[config.mk]
export PLATFORM = sky130hd
export DESIGN_NAME = lfm_phase_accum_gen
export DESIGN_NICKNAME = d
export VERILOG_FILES = /design/src/rtl/lfm_gen_pkg.sv /design/src/rtl/lfm_phase_core.sv /design/src/rtl/lfm_phase_accum_gen.sv
export SDC_FILE = /design/constraint.sdc
export NUM_CORES = 1
export LEC_CHECK = 0
export ABC_AREA = 1
export BUFFER_PORTS_ARGS = -buffer_cell sky130_fd_sc_hd__buf_2
export CAP_MARGIN = 5
export CORE_MARGIN = 5
export CORE_UTILIZATION = 35
export CTS_CLUSTER_SIZE = 16
export DETAILED_ROUTE_END_ITERATION = 10
export PLACE_DENSITY_LB_ADDON = 0.12
export RECOVER_POWER = 100
export SLEW_MARGIN = 20
export SYNTH_ARGS = -nofsm -noshare
export SYNTH_HDL_FRONTEND = slang
export SYNTH_SLANG_ARGS = --single-unit
export TNS_END_PERCENT = 100
[constraint.sdc]
create_clock -name CLK -period 6.8 [get_ports CLK]
set_clock_uncertainty 0.2 [all_clocks]
set_input_delay 1.02 -clock CLK [delete_from_list [all_inputs] [get_ports CLK]]
set_output_delay 1.02 -clock CLK [all_outputs]
set_load 0.01 [all_outputs]
[src/rtl/lfm_gen_pkg.sv]
// Shared constants for the LFM phase accumulator: signal types, FSM states and dither LFSR.
package lfm_gen_pkg;

    localparam logic [1:0] TYPE_TONE  = 2'd0;
    localparam logic [1:0] TYPE_UP    = 2'd1;
    localparam logic [1:0] TYPE_DOWN  = 2'd2;
    localparam logic [1:0] TYPE_BIDIR = 2'd3;

    typedef logic [1:0] state_t;
    localparam state_t ST_IDLE  = 2'd0;
    localparam state_t ST_PULSE = 2'd1;
    localparam state_t ST_GAP   = 2'd2;

    // Galois form of x^16+x^14+x^13+x^11+1, shifting right
    localparam logic [15:0] LFSR_POLY = 16'hB400;
    localparam logic [15:0] LFSR_SEED = 16'hACE1;

endpackage

[src/rtl/lfm_phase_core.sv]
// Phase/FTW accumulator with mode-dependent chirp update and address truncation.
// Optional address dither is enabled by defining LFM_PHASE_DITHER_EN.
module lfm_phase_core
    import lfm_gen_pkg::*;
#(
    parameter int unsigned PHASE_W = 48,
    parameter int unsigned ADDR_W  = 12,
    parameter int unsigned DFTW_W  = 32
) (
    input  logic               CLK,
    input  logic               RESET,
    input  logic               clr,
    input  logic               load,
    input  logic               step,
    input  logic               second_half,
    input  logic [1:0]         sig_type,
    input  logic [PHASE_W-1:0] f_start,
    input  logic [DFTW_W-1:0]  dftw,
    output logic [ADDR_W-1:0]  rom_addr
);

    logic [PHASE_W-1:0] phase_q;
    logic [PHASE_W-1:0] ftw_q;
    logic [PHASE_W-1:0] ftw_next;
    logic [PHASE_W-1:0] dftw_ext;

    assign dftw_ext = PHASE_W'(dftw);

    always_comb begin
        ftw_next = ftw_q;
        unique case (sig_type)
            TYPE_TONE:  ftw_next = ftw_q;
            TYPE_UP:    ftw_next = ftw_q + dftw_ext;
            TYPE_DOWN:  ftw_next = ftw_q - dftw_ext;
            TYPE_BIDIR: ftw_next = second_half ? (ftw_q - dftw_ext) : (ftw_q + dftw_ext);
            default:    ftw_next = ftw_q;
        endcase
    end

    // Reload wins over step so the last sample of a pulse hands over to a fresh pulse
    always_ff @(posedge CLK) begin
        if (RESET || clr) begin
            phase_q <= '0;
            ftw_q   <= '0;
        end else if (load) begin
            phase_q <= '0;
            ftw_q   <= f_start;
        end else if (step) begin
            phase_q <= phase_q + ftw_q;
            ftw_q   <= ftw_next;
        end
    end

`ifdef LFM_PHASE_DITHER_EN
    localparam int unsigned DITHER_W = (PHASE_W - ADDR_W < 16) ? (PHASE_W - ADDR_W) : 16;

    logic [15:0]        lfsr_q;
    logic [PHASE_W-1:0] phase_dith;

    always_ff @(posedge CLK) begin
        if (RESET) begin
            lfsr_q <= LFSR_SEED;
        end else if (step) begin
            lfsr_q <= (lfsr_q >> 1) ^ (lfsr_q[0] ? LFSR_POLY : 16'h0000);
        end
    end

    assign phase_dith = phase_q + PHASE_W'(lfsr_q[DITHER_W-1:0]);
    assign rom_addr   = phase_dith[PHASE_W-1 -: ADDR_W];
`else
    assign rom_addr = phase_q[PHASE_W-1 -: ADDR_W];
`endif

endmodule

[src/rtl/lfm_phase_accum_gen.sv]
// Packet sequencer for the DDS phase accumulator: FSM, pulse/period counters, valid/ready.
// Optional address dither in lfm_phase_core via LFM_PHASE_DITHER_EN.
module lfm_phase_accum_gen
    import lfm_gen_pkg::*;
#(
    parameter int unsigned PHASE_W = 48,
    parameter int unsigned ADDR_W  = 12,
    parameter int unsigned DFTW_W  = 32,
    parameter int unsigned CNT_W   = 32,
    parameter int unsigned NIMP_W  = 5
) (
    input  logic               CLK,
    input  logic               RESET,
    input  logic               SIGN_START_GEN,
    input  logic [1:0]         SIGNAL_TYPE,
    input  logic [PHASE_W-1:0] F_START,
    input  logic [DFTW_W-1:0]  DFTW,
    input  logic [CNT_W-1:0]   IMP_SAMPLES,
    input  logic [CNT_W-1:0]   PER_SAMPLES,
    input  logic [NIMP_W-1:0]  NUM_OF_IMP,
    input  logic               OUT_REG_READY,
    output logic [ADDR_W-1:0]  ROM_ADDRESS,
    output logic               ADDR_VALID,
    output logic               GATE,
    output logic               BUSY,
    output logic               SIGN_START_CALC,
    output logic               SIGN_STOP_CALC
);

    state_t             state_q;
    logic [1:0]         type_q;
    logic [PHASE_W-1:0] fstart_q;
    logic [DFTW_W-1:0]  dftw_q;
    logic [CNT_W-1:0]   imp_q;
    logic [CNT_W-1:0]   per_q;
    logic [NIMP_W-1:0]  num_q;
    logic [CNT_W-1:0]   cnt_q;
    logic [NIMP_W-1:0]  pcnt_q;
    logic               first_q;
    logic [ADDR_W-1:0]  addr_hold_q;

    logic               accept, valid, in_pulse, pulse_end, period_end, pkt_end;
    logic               reload, clr, step, second_half;
    logic [PHASE_W-1:0] f_start_sel;
    logic [ADDR_W-1:0]  core_addr, cur_addr;

    assign in_pulse  = (state_q == ST_PULSE);
    assign valid     = (state_q != ST_IDLE) && OUT_REG_READY;
    assign accept    = (state_q == ST_IDLE) && SIGN_START_GEN && OUT_REG_READY &&
                       (NUM_OF_IMP != '0) && (PER_SAMPLES != '0) && (IMP_SAMPLES != '0);
    assign pulse_end = in_pulse && (cnt_q == imp_q - CNT_W'(1));
    assign pkt_end   = pulse_end && (pcnt_q == num_q - NIMP_W'(1));
    assign period_end = (pulse_end && !(per_q > imp_q)) ||
                        ((state_q == ST_GAP) && (cnt_q == per_q - CNT_W'(1)));

    assign reload      = accept || (valid && period_end && !pkt_end);
    assign clr         = valid && pkt_end;
    assign step        = valid && in_pulse;
    assign second_half = (cnt_q >= (imp_q >> 1));
    // Config is latched on the accept edge, so the core must see the live F_START then
    assign f_start_sel = (state_q == ST_IDLE) ? F_START : fstart_q;

    lfm_phase_core #(
        .PHASE_W (PHASE_W),
        .ADDR_W  (ADDR_W),
        .DFTW_W  (DFTW_W)
    ) u_core (
        .CLK         (CLK),
        .RESET       (RESET),
        .clr         (clr),
        .load        (reload),
        .step        (step),
        .second_half (second_half),
        .sig_type    (type_q),
        .f_start     (f_start_sel),
        .dftw        (dftw_q),
        .rom_addr    (core_addr)
    );

    always_ff @(posedge CLK) begin
        if (RESET) begin
            state_q     <= ST_IDLE;
            type_q      <= '0;
            fstart_q    <= '0;
            dftw_q      <= '0;
            imp_q       <= '0;
            per_q       <= '0;
            num_q       <= '0;
            cnt_q       <= '0;
            pcnt_q      <= '0;
            first_q     <= 1'b0;
            addr_hold_q <= '0;
        end else if (state_q == ST_IDLE) begin
            if (accept) begin
                state_q     <= ST_PULSE;
                type_q      <= SIGNAL_TYPE;
                fstart_q    <= F_START;
                dftw_q      <= DFTW;
                imp_q       <= (IMP_SAMPLES < PER_SAMPLES) ? IMP_SAMPLES : PER_SAMPLES;
                per_q       <= PER_SAMPLES;
                num_q       <= NUM_OF_IMP;
                cnt_q       <= '0;
                pcnt_q      <= '0;
                first_q     <= 1'b1;
                addr_hold_q <= '0;
            end
        end else if (valid) begin
            first_q     <= 1'b0;
            addr_hold_q <= cur_addr;
            if (pkt_end) begin
                state_q     <= ST_IDLE;
                cnt_q       <= '0;
                pcnt_q      <= '0;
                addr_hold_q <= '0;
            end else if (period_end) begin
                state_q <= ST_PULSE;
                cnt_q   <= '0;
                pcnt_q  <= pcnt_q + NIMP_W'(1);
            end else begin
                if (pulse_end) state_q <= ST_GAP;
                cnt_q <= cnt_q + CNT_W'(1);
            end
        end
    end

    assign cur_addr        = in_pulse ? core_addr : '0;
    assign ROM_ADDRESS     = valid ? cur_addr : addr_hold_q;
    assign ADDR_VALID      = valid;
    assign GATE            = in_pulse;
    assign BUSY            = (state_q != ST_IDLE);
    assign SIGN_START_CALC = first_q && valid;
    assign SIGN_STOP_CALC  = valid && pkt_end;

endmodule

Word-level counts from Yosys, hierarchy flattened
Cells that the tools add are included.

$add $sub $neg: 8. Order comparisons: 3. Eq/ne operators: 10. Multiplexer cells: 31. Reduce and logical (&&, ||, !) cells: 36.

Operators by type and width (number): 2-to-1 mux 32 bit (6); 2-to-1 mux 48 bit (4); one-hot mux 48 bit (3 select lines) (1); 2-to-1 mux 12 bit (6); equality test 32 bit (2); nonzero test 32 bit (2); subtractor 32 x 1 -> 32 bit, second input constant (2); adder 48 x 32 -> 48 bit (1); adder 48 bit (1); subtractor 48 x 32 -> 48 bit (1); adder 32 x 1 -> 32 bit, second input constant (1); greater-or-equal comparator 32 x 31 -> 1 bit (1); > comparator 32 bit (1); < comparator 32 bit (1); 2-to-1 mux 5 bit (5); logical AND 1 bit (15); 2-to-1 mux 2 bit (6); equality test 2 bit, second input constant (3); AND reduction 2 bit (3); AND reduction 3 bit (2); nonzero test 2 bit (3); adder 5 x 1 -> 5 bit, second input constant (1); equality test 5 bit (1); nonzero test 5 bit (1); other kinds (10) (18).

Register bits: 299. Logic and storage cells: 101.

Depth between registers and ports, before layout
Depth after elaboration: 10. Gate-level depth with buffers: 24. Gate-level depth less buffers: 23.

Cells and area by module
From an unflattened synthesis, not the netlist that was laid out.

Cell total of the unflattened synthesis: 4660. Area total of the unflattened synthesis: 27667.8 µm².

Modules (own cells, without submodules): lfm_phase_accum_gen (instances 1, cells an instance 2230, area each 14301.2 µm²); lfm_phase_core (instances 1, cells an instance 2430, area each 13366.6 µm²).

Worst setup path before layout
OpenSTA, ideal clock, no wires.

Path type: register to output. Start point: register imp_q[0]. End point: output SIGN_STOP_CALC. Arrival: 2.127 ns. Data required time: 5.580 ns. Slack: 3.453 ns. Stages on the path, launching flop included: 13. Cell sequence: dfxtp_1 inv_1 ha_1 nand2_1 nor2_2 nand2_1 nor2_1 xor2_1 nand4_1 nor2_2 nand3_4 clkbuf_1 nor2_1.

Longest elaborated chain between the ends: 5.

RTL lines: start: declaration (RTL line lfm_phase_accum_gen.sv:34) `logic [CNT_W-1:0] imp_q;`; start signal: assignment (RTL line lfm_phase_accum_gen.sv:99) `imp_q <= (IMP_SAMPLES < PER_SAMPLES) ? IMP_SAMPLES : PER_SAMPLES;`; subtractor 32 x 1 -> 32 bit (RTL line lfm_phase_accum_gen.sv:51) `assign pulse_end = in_pulse && (cnt_q == imp_q - CNT_W'(1));`; equality test 32 bit (RTL line lfm_phase_accum_gen.sv:51); logical AND 1 bit (RTL line lfm_phase_accum_gen.sv:51); logical AND 1 bit (RTL line lfm_phase_accum_gen.sv:52) `assign pkt_end = pulse_end && (pcnt_q == num_q - NIMP_W'(1));`; logical AND 1 bit (RTL line lfm_phase_accum_gen.sv:132) `assign SIGN_STOP_CALC = valid && pkt_end;`; end: declaration (RTL line lfm_phase_accum_gen.sv:27) `output logic SIGN_STOP_CALC`.

No other way between the ends.

Final worst setup path
Start point: input IMP_SAMPLES[31]. End point: register cnt_q[12].

Longest elaborated chain between the ends: 4.

RTL lines: start: declaration (RTL line lfm_phase_accum_gen.sv:18) `input logic [CNT_W-1:0] IMP_SAMPLES,`; nonzero test 32 bit (RTL line lfm_phase_accum_gen.sv:50) `(NUM_OF_IMP != '0) && (PER_SAMPLES != '0) && (IMP_SAMPLES != '0);`; logical AND 1 bit (RTL line lfm_phase_accum_gen.sv:50); inequality test 2 bit (no line); AND reduction 2 bit (no line); end signal: assignment (RTL line lfm_phase_accum_gen.sv:121) `cnt_q <= cnt_q + CNT_W'(1);`; end: declaration (RTL line lfm_phase_accum_gen.sv:37) `logic [CNT_W-1:0] cnt_q;`.

No other way between the ends. A chain may end at the register's enable or synchronous reset.

==> results <==
- Across all register-to-register paths, the minimum setup slack is 1.33 ns.
- The final wirelength is roughly 120000 um.
- The combinational fraction of design power is 0.350.
- The transition time of the tightest slew-check pin is 2.39 ns.
- Summed over all cells, the static leakage comes to 0.0156 uW.
- The final reports fail on capacitance limit, slew limit.
- The worst setup path is launched from an input pin.
- The number of distinct library cells after synthesis is 54.
- The net count of the finished layout is 5338.
- In this run the power density over the cells is approximately 210 mW/mm2.
- In this run the worst setup path terminates at cnt_q[12].
- The total of flip-flops plus latches after synthesis is roughly 300.
- The mapped cell area is 0.0287 mm2.
- In this run, post-CTS repair resized a total of 0 instances.
- The iteration-0 DRC count of the detailed router is approximately 2100.
- Routability-driven placement finished with a final weighted congestion of just under 1.
- Yosys mapped a number of flops with a built-in enable equal to 0.
- After routing the design area is 0.0317 mm2.
- The cell at the root of the clock tree is sky130_fd_sc_hd__clkbuf_16.
- For this run, the register share of the synthesized area comes to 0.208.
- Dividing the detail-routed via count by the number of cells gives 5.29.
- The global-route usage over all layers is 0.270.
- The peak clock frequency supported by timing is 179 MHz.
- The synthesis warning total is 0.
- Sorting the synthesized cells by area gives the leading types as sky130_fd_sc_hd__dfxtp_1, sky130_fd_sc_hd__nand2_1, sky130_fd_sc_hd__ha_1.
- In this run the critical register-to-register path is launched from state_q[1].
- The final period utilization is 0.820.
- The iteration count of the initial detailed-routing pass is 6.
- The highest cell delay on the worst timing path is 1.10 ns.
- Counting every sink on the clock net gives 299.
- Each instance of the synthesized netlist takes up on average 5.83 um2.
- The routed layout has 32100 vias.
- The floorplan step defined a die boundary enclosing 0.0879 mm2.
- In the final layout, the multi-input gates occupy between 0.015 and 0.02 mm2.
- The total negative slack is 0 ns.
- The utilization after layout is 0.388.
- The post-synthesis async set-or-reset flop share is 0.
- The latest clock arrival within the worst-skew pair is 0.61 ns.
- The critical path starts at IMP_SAMPLES[31].
- After floorplanning, the core was divided into 105 placement rows.
- The area fraction of the dominant cell type after synthesis is 0.208.
- Across the whole layout, storage elements account for ~0.006 mm2.
- The HPWL after detailed placement is between 90000 and 100000 um.
- TritonCTS built the clock tree.
- The capturing element type of the critical path is a flip-flop.
- Relative to the synthesized area, the layout overhead comes to 10.4%.
- The total of hold buffers inserted after clock tree synthesis is 0.
- The antenna violation net count after detailed routing is 0.
- The number of cells on the worst reg-to-reg path is 11.
- Clock-pin slew was measured on the worst setup and hold paths at roughly 0.06 ns.
- Setup repair after global routing left no endpoint under its margin.
- The wire length of the first global-routing pass is about 180000 um.
- Input and output buffers added on the ports amount to approximately 170.
- Entering global routing, the biggest net connects 154 pins.
- The area of the core is 0.0817 mm2.
- On the final layout, the worst hold slack is 0.257 ns.
- The vertical die dimension is between 200 and 300 um.
- The top fanout value on the critical path is 31.
- The instance count of the mapped netlist is 4930.
- The number of remaining DRC errors is 0.
- The clock passes through at most 3 buffers.
- Of the total power, the share spent switching nets is 0.406.
- The most repeated library cell on the critical path is sky130_fd_sc_hd__nor2_1.
- For this design, the slowest cell found on the critical path is sky130_fd_sc_hd__clkbuf_1.
- In the synthesized netlist the dominant register cell turns out to be sky130_fd_sc_hd__dfxtp_1.
- The worst-case vdd ir drop is 0.192 mV.
- The number of global-route vias before repair is 31300.
- In this run the power spent charging and discharging nets is roughly 2700 uW.
- Summed over all instances, the cell type with the most area after synthesis is sky130_fd_sc_hd__dfxtp_1.
- The final standard cell count with taps included and fillers excluded is 6071.
- The endpoint identified for the worst register-to-register timing path is cnt_q[10].
- The most repeated cell in the gate-level netlist after synthesis is sky130_fd_sc_hd__nand2_1.
- The flow ran to the end, but the final reports show violations.
- Buffers added to address setup during post-CTS repair amount to 0.
- Measured against its own limit, the worst slew margin works out to -0.595.
- In the final layout, the share of cells above drive strength 1 is 0.0624.
- The total congestion overflow after global routing is 0.
- The final count of negative-setup-slack endpoints is 0.
- At the worst endpoint, the required time is 7.05 ns.
- The critical path goes through buf_2 > nor2_1 > nand4_1 > nor2_1 > nand4_1 > nand2_1 > nand2_1 > clkbuf_1 > inv_1 > clkbuf_1 > nor3_1 > nand3_1 > xor2_1 > nor2_1.
- The post-synthesis net count is 5298.
- The class of the most critical setup path is input pin to flip-flop.
- The smallest clock period supported by the final layout is computed as between 5 and 6 ns.
- The max-slew violation total from the final report is 148.
- The instance count after placement with tap cells included is ~6000.
- The internal power is about 4000 uW.
- The chip width is 297 um.
- The hold violation count in the final report is 0.
- The clock buffer count from CTS is 41.
- The average detailed-routed wire length per instance is 20.1 um.
- The placed instances occupy a cell area of 0.0304 mm2.
- The initial antenna violation count is 4.
- The data arrival time of the worst path is 5.83 ns.
- The commonest cells after synthesis are sky130_fd_sc_hd__nand2_1, sky130_fd_sc_hd__inv_1, sky130_fd_sc_hd__nor2_1.
- Across the run, the number of max-cap violations was 2.
- The number of top-level pins is 172.
- The layout has 9349 filler cells.
- Of the total power, registers draw 0.299.
- The share of total power dissipated in the clock network is 0.350.
- The deepest level of the CTS H-tree is 2.
- The kind of path behind the tightest hold check is flip-flop to flip-flop.
- The starting utilization of the core area is 0.352.
==> worst min-delay path by stage <==
stage | startpoint | to | slack (ns) | cells after the start
after detailed placement | fstart_q[45] | fstart_q[45] | 0.25 | 2
after CTS | fstart_q[45] | fstart_q[45] | 0.26 | 2
after floorplan | fstart_q[32] | fstart_q[32] | 0.23 | 2
final | fstart_q[42] | fstart_q[42] | 0.26 | 2
after global routing | fstart_q[42] | fstart_q[42] | 0.28 | 2
after global placement | fstart_q[42] | fstart_q[42] | 0.25 | 2
==> registers in the layout, indices dropped and copies added (netlist names), 5 cells and up <==
| name | cells |
|---|---|
| addr_hold_q | 12 |
| cnt_q | 32 |
| dftw_q | 32 |
| fstart_q | 48 |
| imp_q | 32 |
| num_q | 5 |
| pcnt_q | 5 |
| per_q | 32 |
| u_core.ftw_q | 48 |
| u_core.phase_q | 48 |
==> logic make-up (layout without fill, tap and decap cells) <==
logic type,after synthesis,in the layout,synth area share
buf+inv,849,919,0.114
flops,299,299,0.208
xor+xnor,155,155,0.0472
other cells,0,1,0
mux,2,2,0.000697
compound gates,840,840,0.156
simple gates,2572,2572,0.381
fa+ha+maj,213,213,0.0935
==> power by group through the flow <==
stage	Clock, uW	Sequential [uW]	Combinational [uW]
after detailed placement	0	2020	2300
after global placement	0	2020	2300
final	2330	1990	2330
after floorplan	0	1950	1600
after global routing	2450	2000	2600
after CTS	2380	1990	2310
==> metrics by stage <==
stage / setup WS, ns / total power, uW
3_3_place_gp: 1.31 / 4330
2_1_floorplan: 3.45 / 3550
6_report: 1.23 / 6650
4_1_cts: 1.95 / 6680
3_5_place_dp: 1.93 / 4320
5_1_grt: 0.885 / 7050
==> routing by layer <==
layer / share of wire / wire length [um] / track usage
met1: 0.42 / 51100 / 0.327
met2: 0.49 / 60100 / 0.489
met3: 0.043 / 5260 / 0.0287
met4: 0.044 / 5360 / 0.105
met5: 0.00016 / 20 / 0
==> worst max-delay path, delay by kind of cell <==
kind,cells,cell delay [ns]
buffers and inverters,4,2.19
and+or+nand+nor,9,2.43
xor gates and xnor gates,1,0.15
==> final cells by class <==
type,count,share of cell area
timing repair buffer,195,0.0319
clock inverter,16,0.00753
antenna,1,0.0000789
sequential,299,0.189
tap,1070,0.0422
multi-input combinational,3782,0.615
inverter,651,0.0770
clock buffer,57,0.0374
==> cells in the final DEF (no fill, tap or decap), types with 6 or more instances in the layout <==
master                      instances
sky130_fd_sc_hd__and2_1             7
sky130_fd_sc_hd__buf_2            155
sky130_fd_sc_hd__buf_4             18
sky130_fd_sc_hd__inv_2              6
sky130_fd_sc_hd__nand2_1         1335
sky130_fd_sc_hd__nor2_1           524
sky130_fd_sc_hd__clkbuf_16         41
sky130_fd_sc_hd__ha_1             210
sky130_fd_sc_hd__clkbuf_1          24
sky130_fd_sc_hd__nor3_1            65
sky130_fd_sc_hd__a21oi_1          451
sky130_fd_sc_hd__nor2_2             8
sky130_fd_sc_hd__o21ai_0          275
sky130_fd_sc_hd__nand3b_1          13
sky130_fd_sc_hd__dfxtp_1          299
sky130_fd_sc_hd__xnor2_1           36
sky130_fd_sc_hd__nand4_1          167
sky130_fd_sc_hd__nor4_1            15
sky130_fd_sc_hd__o211ai_1          20
sky130_fd_sc_hd__o21a_1             6
sky130_fd_sc_hd__a31oi_1           16
sky130_fd_sc_hd__clkbuf_8          10
sky130_fd_sc_hd__a211oi_1          26
sky130_fd_sc_hd__o21bai_1          17
sky130_fd_sc_hd__inv_1            643
sky130_fd_sc_hd__or2_2             37
sky130_fd_sc_hd__nand3_1          378
sky130_fd_sc_hd__xor2_1           119
Power figures use the tool's default switching activity.
